===== src/rtl/relu_bwd_seq.sv =====
// ReLU-derivative backprop sequencer: reads z/g from sync RAMs and streams delta = relu'(z) ? g : 0.
// Latency: first beat valid 3 cycles after the start edge; 1 beat/cycle sustained; credit-limited 2-entry output buffer.
module relu_bwd_seq #(
    parameter int NBITS  = 16,
    parameter int FRAC   = 8,
    parameter int DEPTH  = 16,
    parameter int ADDR_W = 4
) (
    input  logic              clk,
    input  logic              rst_n,
    input  logic              start_i,
    input  logic              clear_i,
    input  logic [ADDR_W:0]   len_i,
    output logic              busy_o,
    output logic              done_o,
    output logic              rd_en_o,
    output logic [ADDR_W-1:0] rd_addr_o,
    input  logic [NBITS-1:0]  z_data_i,
    input  logic [NBITS-1:0]  g_data_i,
    output logic              d_valid_o,
    input  logic              d_ready_i,
    output logic [NBITS-1:0]  d_data_o,
    output logic [ADDR_W-1:0] d_idx_o,
    output logic              d_last_o
);

    localparam int               LW      = ADDR_W + 1;
    localparam logic [LW-1:0]    DEPTH_L = LW'(DEPTH);
    localparam logic [NBITS-1:0] ONE     = NBITS'(1 << FRAC);

    typedef enum logic [1:0] {S_IDLE, S_RUN, S_DRAIN, S_DONE} state_t;

    state_t            state_q, state_d;
    logic [LW-1:0]     len_q, len_d;
    logic [LW-1:0]     rd_cnt_q, rd_cnt_d;
    logic [ADDR_W-1:0] rd_addr_q;
    logic              inflight_q;
    logic [ADDR_W-1:0] infl_idx_q;
    logic              infl_last_q;

    logic [NBITS-1:0]  buf_dat_q  [2];
    logic [ADDR_W-1:0] buf_idx_q  [2];
    logic              buf_last_q [2];
    logic              wr_ptr_q, rd_ptr_q;
    logic [1:0]        cnt_q;

    logic              start_ok, pop, room, rd_last;
    logic [1:0]        occ;
    logic [LW-1:0]     len_clamp;
    logic [NBITS-1:0]  relu_d, cap_dat;
    logic              unused_z;

    // relu'(z) scaled by 2^FRAC is either 0 or exactly ONE, so the product
    // shifted back down by FRAC collapses to a select of g.
    assign relu_d   = z_data_i[NBITS-1] ? '0 : ONE;
    assign cap_dat  = (relu_d == ONE) ? g_data_i : '0;
    assign unused_z = ^z_data_i[NBITS-2:0];

    assign start_ok  = (state_q == S_IDLE) && start_i && !clear_i;
    assign len_clamp = (len_i > DEPTH_L) ? DEPTH_L : len_i;
    assign d_valid_o = (cnt_q != 2'd0);
    assign pop       = d_valid_o && d_ready_i;
    // A beat leaving this cycle returns its credit immediately, which is what
    // lets the pipeline sustain one beat per cycle with only two entries.
    assign occ       = cnt_q - {1'b0, pop} + {1'b0, inflight_q};
    assign room      = (occ < 2'd2);
    assign rd_en_o   = (state_q == S_RUN) && room;
    assign rd_last   = (rd_cnt_q == len_q - LW'(1));
    assign rd_addr_o = rd_en_o ? rd_cnt_q[ADDR_W-1:0] : rd_addr_q;

    assign busy_o    = (state_q == S_RUN) || (state_q == S_DRAIN);
    assign done_o    = (state_q == S_DONE);
    assign d_data_o  = d_valid_o ? buf_dat_q[rd_ptr_q]  : '0;
    assign d_idx_o   = d_valid_o ? buf_idx_q[rd_ptr_q]  : '0;
    assign d_last_o  = d_valid_o ? buf_last_q[rd_ptr_q] : 1'b0;

    always_comb begin
        state_d  = state_q;
        len_d    = len_q;
        rd_cnt_d = rd_cnt_q;
        case (state_q)
            S_IDLE: begin
                if (start_ok) begin
                    len_d    = len_clamp;
                    rd_cnt_d = '0;
                    state_d  = (len_clamp == '0) ? S_DONE : S_RUN;
                end
            end
            S_RUN: begin
                if (rd_en_o) begin
                    rd_cnt_d = rd_cnt_q + LW'(1);
                    if (rd_last) state_d = S_DRAIN;
                end
            end
            S_DRAIN: begin
                if (pop && buf_last_q[rd_ptr_q]) state_d = S_DONE;
            end
            S_DONE:  state_d = S_IDLE;
            default: state_d = S_IDLE;
        endcase
        if (clear_i) state_d = S_IDLE;
    end

    always_ff @(posedge clk or negedge rst_n) begin
        if (!rst_n) begin
            state_q     <= S_IDLE;
            len_q       <= '0;
            rd_cnt_q    <= '0;
            rd_addr_q   <= '0;
            inflight_q  <= 1'b0;
            infl_idx_q  <= '0;
            infl_last_q <= 1'b0;
        end else begin
            state_q    <= state_d;
            len_q      <= len_d;
            rd_cnt_q   <= rd_cnt_d;
            inflight_q <= rd_en_o && !clear_i;
            if (rd_en_o) begin
                rd_addr_q   <= rd_cnt_q[ADDR_W-1:0];
                infl_idx_q  <= rd_cnt_q[ADDR_W-1:0];
                infl_last_q <= rd_last;
            end
        end
    end

    always_ff @(posedge clk or negedge rst_n) begin
        if (!rst_n) begin
            wr_ptr_q <= 1'b0;
            rd_ptr_q <= 1'b0;
            cnt_q    <= 2'd0;
            for (int i = 0; i < 2; i++) begin
                buf_dat_q[i]  <= '0;
                buf_idx_q[i]  <= '0;
                buf_last_q[i] <= 1'b0;
            end
        end else if (clear_i) begin
            wr_ptr_q <= 1'b0;
            rd_ptr_q <= 1'b0;
            cnt_q    <= 2'd0;
        end else begin
            if (inflight_q) begin
                buf_dat_q[wr_ptr_q]  <= cap_dat;
                buf_idx_q[wr_ptr_q]  <= infl_idx_q;
                buf_last_q[wr_ptr_q] <= infl_last_q;
                wr_ptr_q             <= ~wr_ptr_q;
            end
            if (pop) rd_ptr_q <= ~rd_ptr_q;
            cnt_q <= cnt_q + {1'b0, inflight_q} - {1'b0, pop};
        end
    end

endmodule


===== config.mk =====
export PLATFORM = sky130hd
export DESIGN_NAME = relu_bwd_seq
export DESIGN_NICKNAME = d
export VERILOG_FILES = /design/src/rtl/relu_bwd_seq.sv
export SDC_FILE = /design/constraint.sdc
export NUM_CORES = 1
export LEC_CHECK = 0
export ABC_AREA = 1
export BUFFER_PORTS_ARGS = -buffer_cell sky130_fd_sc_hd__buf_2
export CORE_MARGIN = 10
export CORE_UTILIZATION = 35
export CTS_CLUSTER_DIAMETER = 30
export DETAILED_ROUTE_END_ITERATION = 10
export PLACE_DENSITY = 0.53
export SKIP_LAST_GASP = 1
export SYNTH_ARGS = -nofsm -noshare
export SYNTH_HDL_FRONTEND = slang
export SYNTH_SLANG_ARGS = --single-unit

===== constraint.sdc =====
create_clock -name clk -period 2.9 [get_ports clk]
set_input_delay 0.58 -clock clk [delete_from_list [all_inputs] [get_ports clk]]
set_output_delay 0.58 -clock clk [all_outputs]
set_load 0.05 [all_outputs]

# Word-level counts from Yosys, hierarchy flattened
# Cells that the tools add are included.
dict set report word_totals {
  reg_bits 68
  input_bits 42
  out_inout_bits 29
  elab_cells 102
}
dict set report classes {
  add_sub_neg 6
  magnitude_cmp 5
  eq_ne 11
  mux 40
  bitwise_logic 5
  reduce_logical 19
}
# cell n
set op_table {}
lappend op_table {{2-to-1 mux 16 bit} 6}
lappend op_table {{bitwise mux 32 bit} 1}
lappend op_table {{2-to-1 mux 4 bit} 6}
lappend op_table {{demux 16 bit (select 1 bit)} 1}
lappend op_table {{2-to-1 mux 5 bit} 3}
lappend op_table {{2-to-1 mux 2 bit} 7}
lappend op_table {{case mux 5 bit (2 select lines)} 1}
lappend op_table {{== test 9 bit, second input constant} 1}
lappend op_table {{2-to-1 mux 1 bit} 9}
lappend op_table {{2-to-1 mux 9 bit} 1}
lappend op_table {{!= test 3 bit, second input constant} 3}
lappend op_table {{bitwise mux 8 bit} 1}
lappend op_table {{case mux 2 bit (4 select lines)} 1}
lappend op_table {{nonzero test 2 bit} 4}
lappend op_table {{logical AND 1 bit} 7}
lappend op_table {{adder 5 x 1 -> 5 bit, second input constant} 1}
lappend op_table {{== test 5 bit} 1}
lappend op_table {{> comparator 5 bit, second input constant} 1}
lappend op_table {{logical NOT 5 bit} 1}
lappend op_table {{subtractor 5 x 1 -> 5 bit, second input constant} 1}
lappend op_table {{adder 2 x 1 -> 2 bit} 2}
lappend op_table {{demux 4 bit (select 1 bit)} 1}
lappend op_table {{== test 2 bit, second input constant} 2}
lappend op_table {{greater-or-equal comparator 2 bit, second input constant} 2}
lappend op_table {{other kinds (16)} 22}

# Longest topological paths before layout
dict set report depth {
  word_depth 9
  depth_mapped 13
  mapped_depth_nobuf 13
}

# Worst setup path after synthesis
# Ideal clock, no wire load.
dict set report synth_timing {
  kind {input to output}
  from {input d_ready_i}
  to {output rd_addr_o[3]}
  t_arrival_ps 2221
  required_ps 2320
  path_slack_ps 99
  cell_stages 12
  path_buffers 0
  path_cell_list {inv_1 -> nor2_4 -> ha_1 -> inv_1 -> ha_1 -> xor2_1 -> nand2_1 -> nand2_2 -> nand2_4 -> inv_4 -> nand2_1 -> nand2_1}
}
dict set report synth_via {
  elab_chain_cells 6
}
# element line
set synth_lines {}
lappend synth_lines {{from (decl)} 21} ;# input logic d_ready_i,
lappend synth_lines {{logical AND 1 bit} 62} ;# assign pop = d_valid_o && d_ready_i;
lappend synth_lines {{subtractor 2 x 1 -> 2 bit} 65} ;# assign occ = cnt_q - {1'b0, pop} + {1'b0, inflight_q};
lappend synth_lines {{adder 2 x 1 -> 2 bit} 65}
lappend synth_lines {{< comparator 2 bit} 66} ;# assign room = (occ < 2'd2);
lappend synth_lines {{logical AND 1 bit} 67} ;# assign rd_en_o = (state_q == S_RUN) && room;
lappend synth_lines {{via rd_en_o} 16} ;# output logic rd_en_o,
lappend synth_lines {{2-to-1 mux 4 bit} --}
lappend synth_lines {{to (decl)} 17} ;# output logic [ADDR_W-1:0] rd_addr_o,
# The timed path passes the listed nets, and every way through them passes these cells.

# Final worst setup path
dict set report layout_timing {
  from {register cnt_q[1]}
  to {output rd_addr_o[3]}
}
dict set report layout_via {
  elab_chain_cells 7
}
# element line
set layout_lines {}
lappend layout_lines {{from (decl)} 45} ;# logic [1:0] cnt_q;
lappend layout_lines {{from (signal assigned)} 148} ;# cnt_q <= cnt_q + {1'b0, inflight_q} - {1'b0, pop};
lappend layout_lines {{nonzero test 2 bit} 61} ;# assign d_valid_o = (cnt_q != 2'd0);
lappend layout_lines {{logical AND 1 bit} 62}
lappend layout_lines {{subtractor 2 x 1 -> 2 bit *} 65}
lappend layout_lines {{adder 2 x 1 -> 2 bit *} 65}
lappend layout_lines {{< comparator 2 bit *} 66}
lappend layout_lines {{logical AND 1 bit *} 67}
lappend layout_lines {{2-to-1 mux 4 bit *} --}
# Every way passes the cells marked *; elsewhere a longest branch is shown, timed or not.

==> impl_summary.log <==
INFO  metric synthDistinctLibCells = 23
INFO  metric vias = 2830
INFO  metric filler_cell_count = roughly 960
INFO  metric power_density = 1040 nW/um2
INFO  metric yosys.area_share.xor_xnor = 0.0129
INFO  metric num_antenna_cells = 0
INFO  metric cts_tree = yes
INFO  metric grt.total_usage = 0.117
INFO  metric worst_hold_path_class = in2async
INFO  metric num-nets-final = 555
INFO  metric die_area = ~14000 um2
INFO  metric route.top_layer_used = met4
INFO  metric first_global_vias = roughly 2.8k
INFO  metric ant_nets = 0
INFO  metric yosys_register_bits = around 70
INFO  metric vias_per_cell = about 4.4
INFO  metric cts-htree-levels = 3
INFO  metric cts_sinks = 68
INFO  metric maxCapViolCount = 0
INFO  metric die_height = 119 um
INFO  metric tritoncts.num_buffers = 9
INFO  metric num_rows = 35
INFO  metric floorplan.core_area = about 9400 um2
INFO  metric status = completed
INFO  metric crit_arrival = roughly 2200 ps
INFO  metric synthesis.nets = just under 500
INFO  metric vdd_drop_max = 0.000559 V
INFO  metric syn_inst = about 440
INFO  metric routed_wl = 8140 um
INFO  metric share_of_cells_above_drive_strength_1 = 0.232
INFO  metric slew_viol_final = 0
INFO  metric design.portCount = ~70
INFO  metric finalClockSkew = 4.93 ps
INFO  metric post_drt_wl_per_cell = about 13 um
INFO  metric critPathCaptureType = output pin
INFO  metric launching_element_type_of_the_critical_path = register
INFO  metric setup.reg_to_reg.worst_slack = 830 ps
INFO  metric dominant_combinational_cell_family_by_area_after_synthesis = simple AND/OR/NAND/NOR gates
INFO  metric synthSimpleGateAreaFrac = 0.227
INFO  metric chipWidth = approximately 120 um
INFO  metric yosysWarnings = 0
INFO  metric multi_input_area = 1470 um2
INFO  metric sequential_fraction_of_the_synthesis_area = 0.500
INFO  metric remaining_global_route_overflow = 0
INFO  metric fmax = 357 MHz
INFO  metric post-route-period-util = 0.965
INFO  metric pin_count_of_the_biggest_net_entering_global_routing = between 60 and 70
INFO  metric route.detailed.drc = 0
INFO  metric clock_latency = 350 ps
INFO  metric worst_r2r_startpoint = cnt_q[1]
INFO  metric initial_antenna_violation_count = 0
INFO  metric criticalPathCategory = reg2out
INFO  metric worst_slew_margin_rel = 0.411
INFO  metric clockRootBuffer = sky130_fd_sc_hd__clkbuf_8
INFO  metric placement.io_buffers = 55
INFO  metric syn_avg_cell_area = approximately 7.7 um2
INFO  metric timing_hold_violations_final = 0
INFO  metric dr_wl_met2 = around 3800 um
INFO  metric clk_transition_reported_paths = about 80 ps
INFO  metric place.gp.congestion = around 0.75
INFO  metric worst_ep_required_time = roughly 2300 ps
INFO  metric drt_pass1_iterations = 4
INFO  metric start_util = 0.363
INFO  metric worstReg2RegEnd = rd_cnt_q[2]
INFO  metric post_synth_instance_area = between 3000 and 4000 um2
INFO  metric synth-adder-area-share = 0.0331
INFO  metric ctsLongestPathBuffers = 2
INFO  metric leakage = around 2.3 nW
INFO  metric post-route-worst-setup-slack = 100 ps
INFO  metric grt_pass1_wl = around 14000 um
INFO  metric fin_crit = ~2800 ps
INFO  metric setup_viol_count_final = 0
INFO  metric complex_gate_fraction_of_the_synthesized_area = 0.131
INFO  metric place_hpwl = between 5000 and 6000 um
INFO  metric detail_route.wirelength.met1 = ~3800 um
INFO  metric reg2regPathDepth = 13
INFO  metric fin_hold_ws = 424 ps
INFO  metric rsz_0062_raised_after_global_routing = yes
INFO  metric syn2layout_area_growth = 25.0%
INFO  metric pre_cts_slack = between 20 and 30 ps
INFO  metric cts-hold-fix-buffers = 0
INFO  metric register_area = ~1700 um2
INFO  metric timing.critical_path.fanout_max = 7
INFO  metric tightestPinTransition = just under 900 ps
INFO  metric post_synth_mux_area_share = 0
INFO  metric detail_route.iter0.violations = 167
INFO  metric wl_met3 = around 470 um
[synth_stat cells]
cell type | instances | area [um2]
sky130_fd_sc_hd__o21ai_1 | 21 | 105
sky130_fd_sc_hd__dfrtp_1 | 68 | 1700
sky130_fd_sc_hd__inv_1 | 57 | 214
sky130_fd_sc_hd__inv_2 | 10 | 37.5
sky130_fd_sc_hd__clkbuf_1 | 4 | 15.0
sky130_fd_sc_hd__o21ai_2 | 3 | 26.3
sky130_fd_sc_hd__ha_1 | 9 | 113
sky130_fd_sc_hd__nand2_2 | 5 | 31.3
sky130_fd_sc_hd__xnor2_1 | 1 | 8.76
sky130_fd_sc_hd__nand2_1 | 134 | 503
sky130_fd_sc_hd__nor2_1 | 33 | 124
sky130_fd_sc_hd__inv_4 | 1 | 6.26
sky130_fd_sc_hd__nor2_2 | 2 | 12.5
sky130_fd_sc_hd__o21ai_0 | 34 | 170
sky130_fd_sc_hd__a21oi_1 | 26 | 130
sky130_fd_sc_hd__nand2_4 | 1 | 11.3
sky130_fd_sc_hd__o31ai_1 | 2 | 15.0
sky130_fd_sc_hd__clkinv_1 | 1 | 3.75
sky130_fd_sc_hd__nand3b_1 | 1 | 7.51
sky130_fd_sc_hd__nand3_1 | 12 | 60.1
sky130_fd_sc_hd__nor2_4 | 2 | 22.5
sky130_fd_sc_hd__buf_2 | 10 | 50.1
sky130_fd_sc_hd__xor2_1 | 4 | 35.0
[layout make-up]
cell class | instances | area share
Sequential cell | 68 | 0.400
Multi-Input combinational cell | 290 | 0.345
Timing Repair Buffer | 66 | 0.0936
Inverter | 69 | 0.0627
Tap cell | 129 | 0.0380
Clock buffer | 11 | 0.0356
Clock inverter | 5 | 0.0250
[cell families after synthesis]
family,after synthesis
AOI/OAI and AO/OA,86
xor gates and xnor gates,5
adders and majority gates,9
buffers and inverters,83
DFF,68
and+or+nand+nor,190
[critical path, stage by stage, from the launching register on]
cell and delay (ps):
sky130_fd_sc_hd__dfrtp_1 430, sky130_fd_sc_hd__nor2_4 140, sky130_fd_sc_hd__nor2_4 60, sky130_fd_sc_hd__ha_4 250, sky130_fd_sc_hd__inv_2 40, sky130_fd_sc_hd__ha_4 160, sky130_fd_sc_hd__xor2_1 160, sky130_fd_sc_hd__nand2_1 80
sky130_fd_sc_hd__nand2_2 80, sky130_fd_sc_hd__nand2_4 90, sky130_fd_sc_hd__inv_8 120, sky130_fd_sc_hd__nand2_4 60, sky130_fd_sc_hd__nand2_4 70, sky130_fd_sc_hd__buf_8 140
[routing by layer]
layer	vias to the layer above	GRT usage
met3	8	0.0438
li1	1495	-
met5	-	0
met2	60	0.187
met1	1267	0.148
met4	0	0.0229
[metrics by stage]
| step | instance area [um2] | TNS, ps | util | power [mW] | cells |
|---|---|---|---|---|---|
| 2_1_floorplan | 3400 | 0 | - | 2.83 | 441 |
| 3_3_place_gp | 3800 | 0 | 0.405 | 3.22 | 614 |
| 3_5_place_dp | 3800 | 0 | 0.405 | 3.26 | 614 |
| 4_1_cts | 4210 | 0 | 0.450 | 4.42 | 635 |
| 5_1_grt | 4250 | -186 | 0.454 | 4.75 | 638 |
| 6_report | 4250 | 0 | 0.454 | 4.41 | 638 |
[placed cells by master, fill, tap and decap left out, types with 2 or more instances in the layout]
master	n
sky130_fd_sc_hd__nand2_1	126
sky130_fd_sc_hd__a21oi_1	26
sky130_fd_sc_hd__o21ai_2	3
sky130_fd_sc_hd__dfrtp_1	68
sky130_fd_sc_hd__nand2_2	5
sky130_fd_sc_hd__clkbuf_8	11
sky130_fd_sc_hd__o31ai_1	2
sky130_fd_sc_hd__buf_4	11
sky130_fd_sc_hd__bufinv_16	3
sky130_fd_sc_hd__buf_2	51
sky130_fd_sc_hd__xor2_1	4
sky130_fd_sc_hd__nand2_4	9
sky130_fd_sc_hd__ha_4	2
sky130_fd_sc_hd__ha_1	7
sky130_fd_sc_hd__o21ai_0	34
sky130_fd_sc_hd__nand3_1	12
sky130_fd_sc_hd__o21ai_1	21
sky130_fd_sc_hd__buf_8	4
sky130_fd_sc_hd__nor2_4	2
sky130_fd_sc_hd__nor2_2	2
sky130_fd_sc_hd__inv_2	11
sky130_fd_sc_hd__nor2_1	33
sky130_fd_sc_hd__inv_1	56
[worst max path at each step]
stage / start / endpoint / slack, ps
global placement: d_ready_i / rd_addr_o[3] / 60
floorplan: d_ready_i / rd_addr_o[3] / 100
global route: cnt_q[0] / rd_addr_o[3] / -40
CTS: cnt_q[1] / rd_addr_o[2] / 40
finish: cnt_q[1] / rd_addr_o[3] / 100
detailed placement: d_ready_i / rd_addr_o[2] / 30
[sequential cells by signal, indices dropped and copies added, names as in the netlist, 2 cells and up]
| register | flops |
|---|---|
| state_q | 2 |
| len_q | 5 |
| infl_idx_q | 4 |
| rd_addr_q | 4 |
| rd_cnt_q | 5 |
| buf_dat_q | 32 |
| buf_idx_q | 8 |
| buf_last_q | 2 |
| cnt_q | 2 |
[power breakdown]
| part | switching, mW | internal [mW] |
|---|---|---|
| combinational | 1.32 | 0.624 |
| clock | 0.381 | 0.621 |
| sequential | 0.183 | 1.28 |
| total | 1.88 | 2.53 |
[timing repair]
| item | in CTS | in global routing |
|---|---|---|
| gates resized for setup | 32 | 3 |
| pin swaps | 7 | 10 |
| setup buffers | 5 | 3 |
| setup endpoints to repair | 5 | 5 |
(Power assumes the default switching activity.)
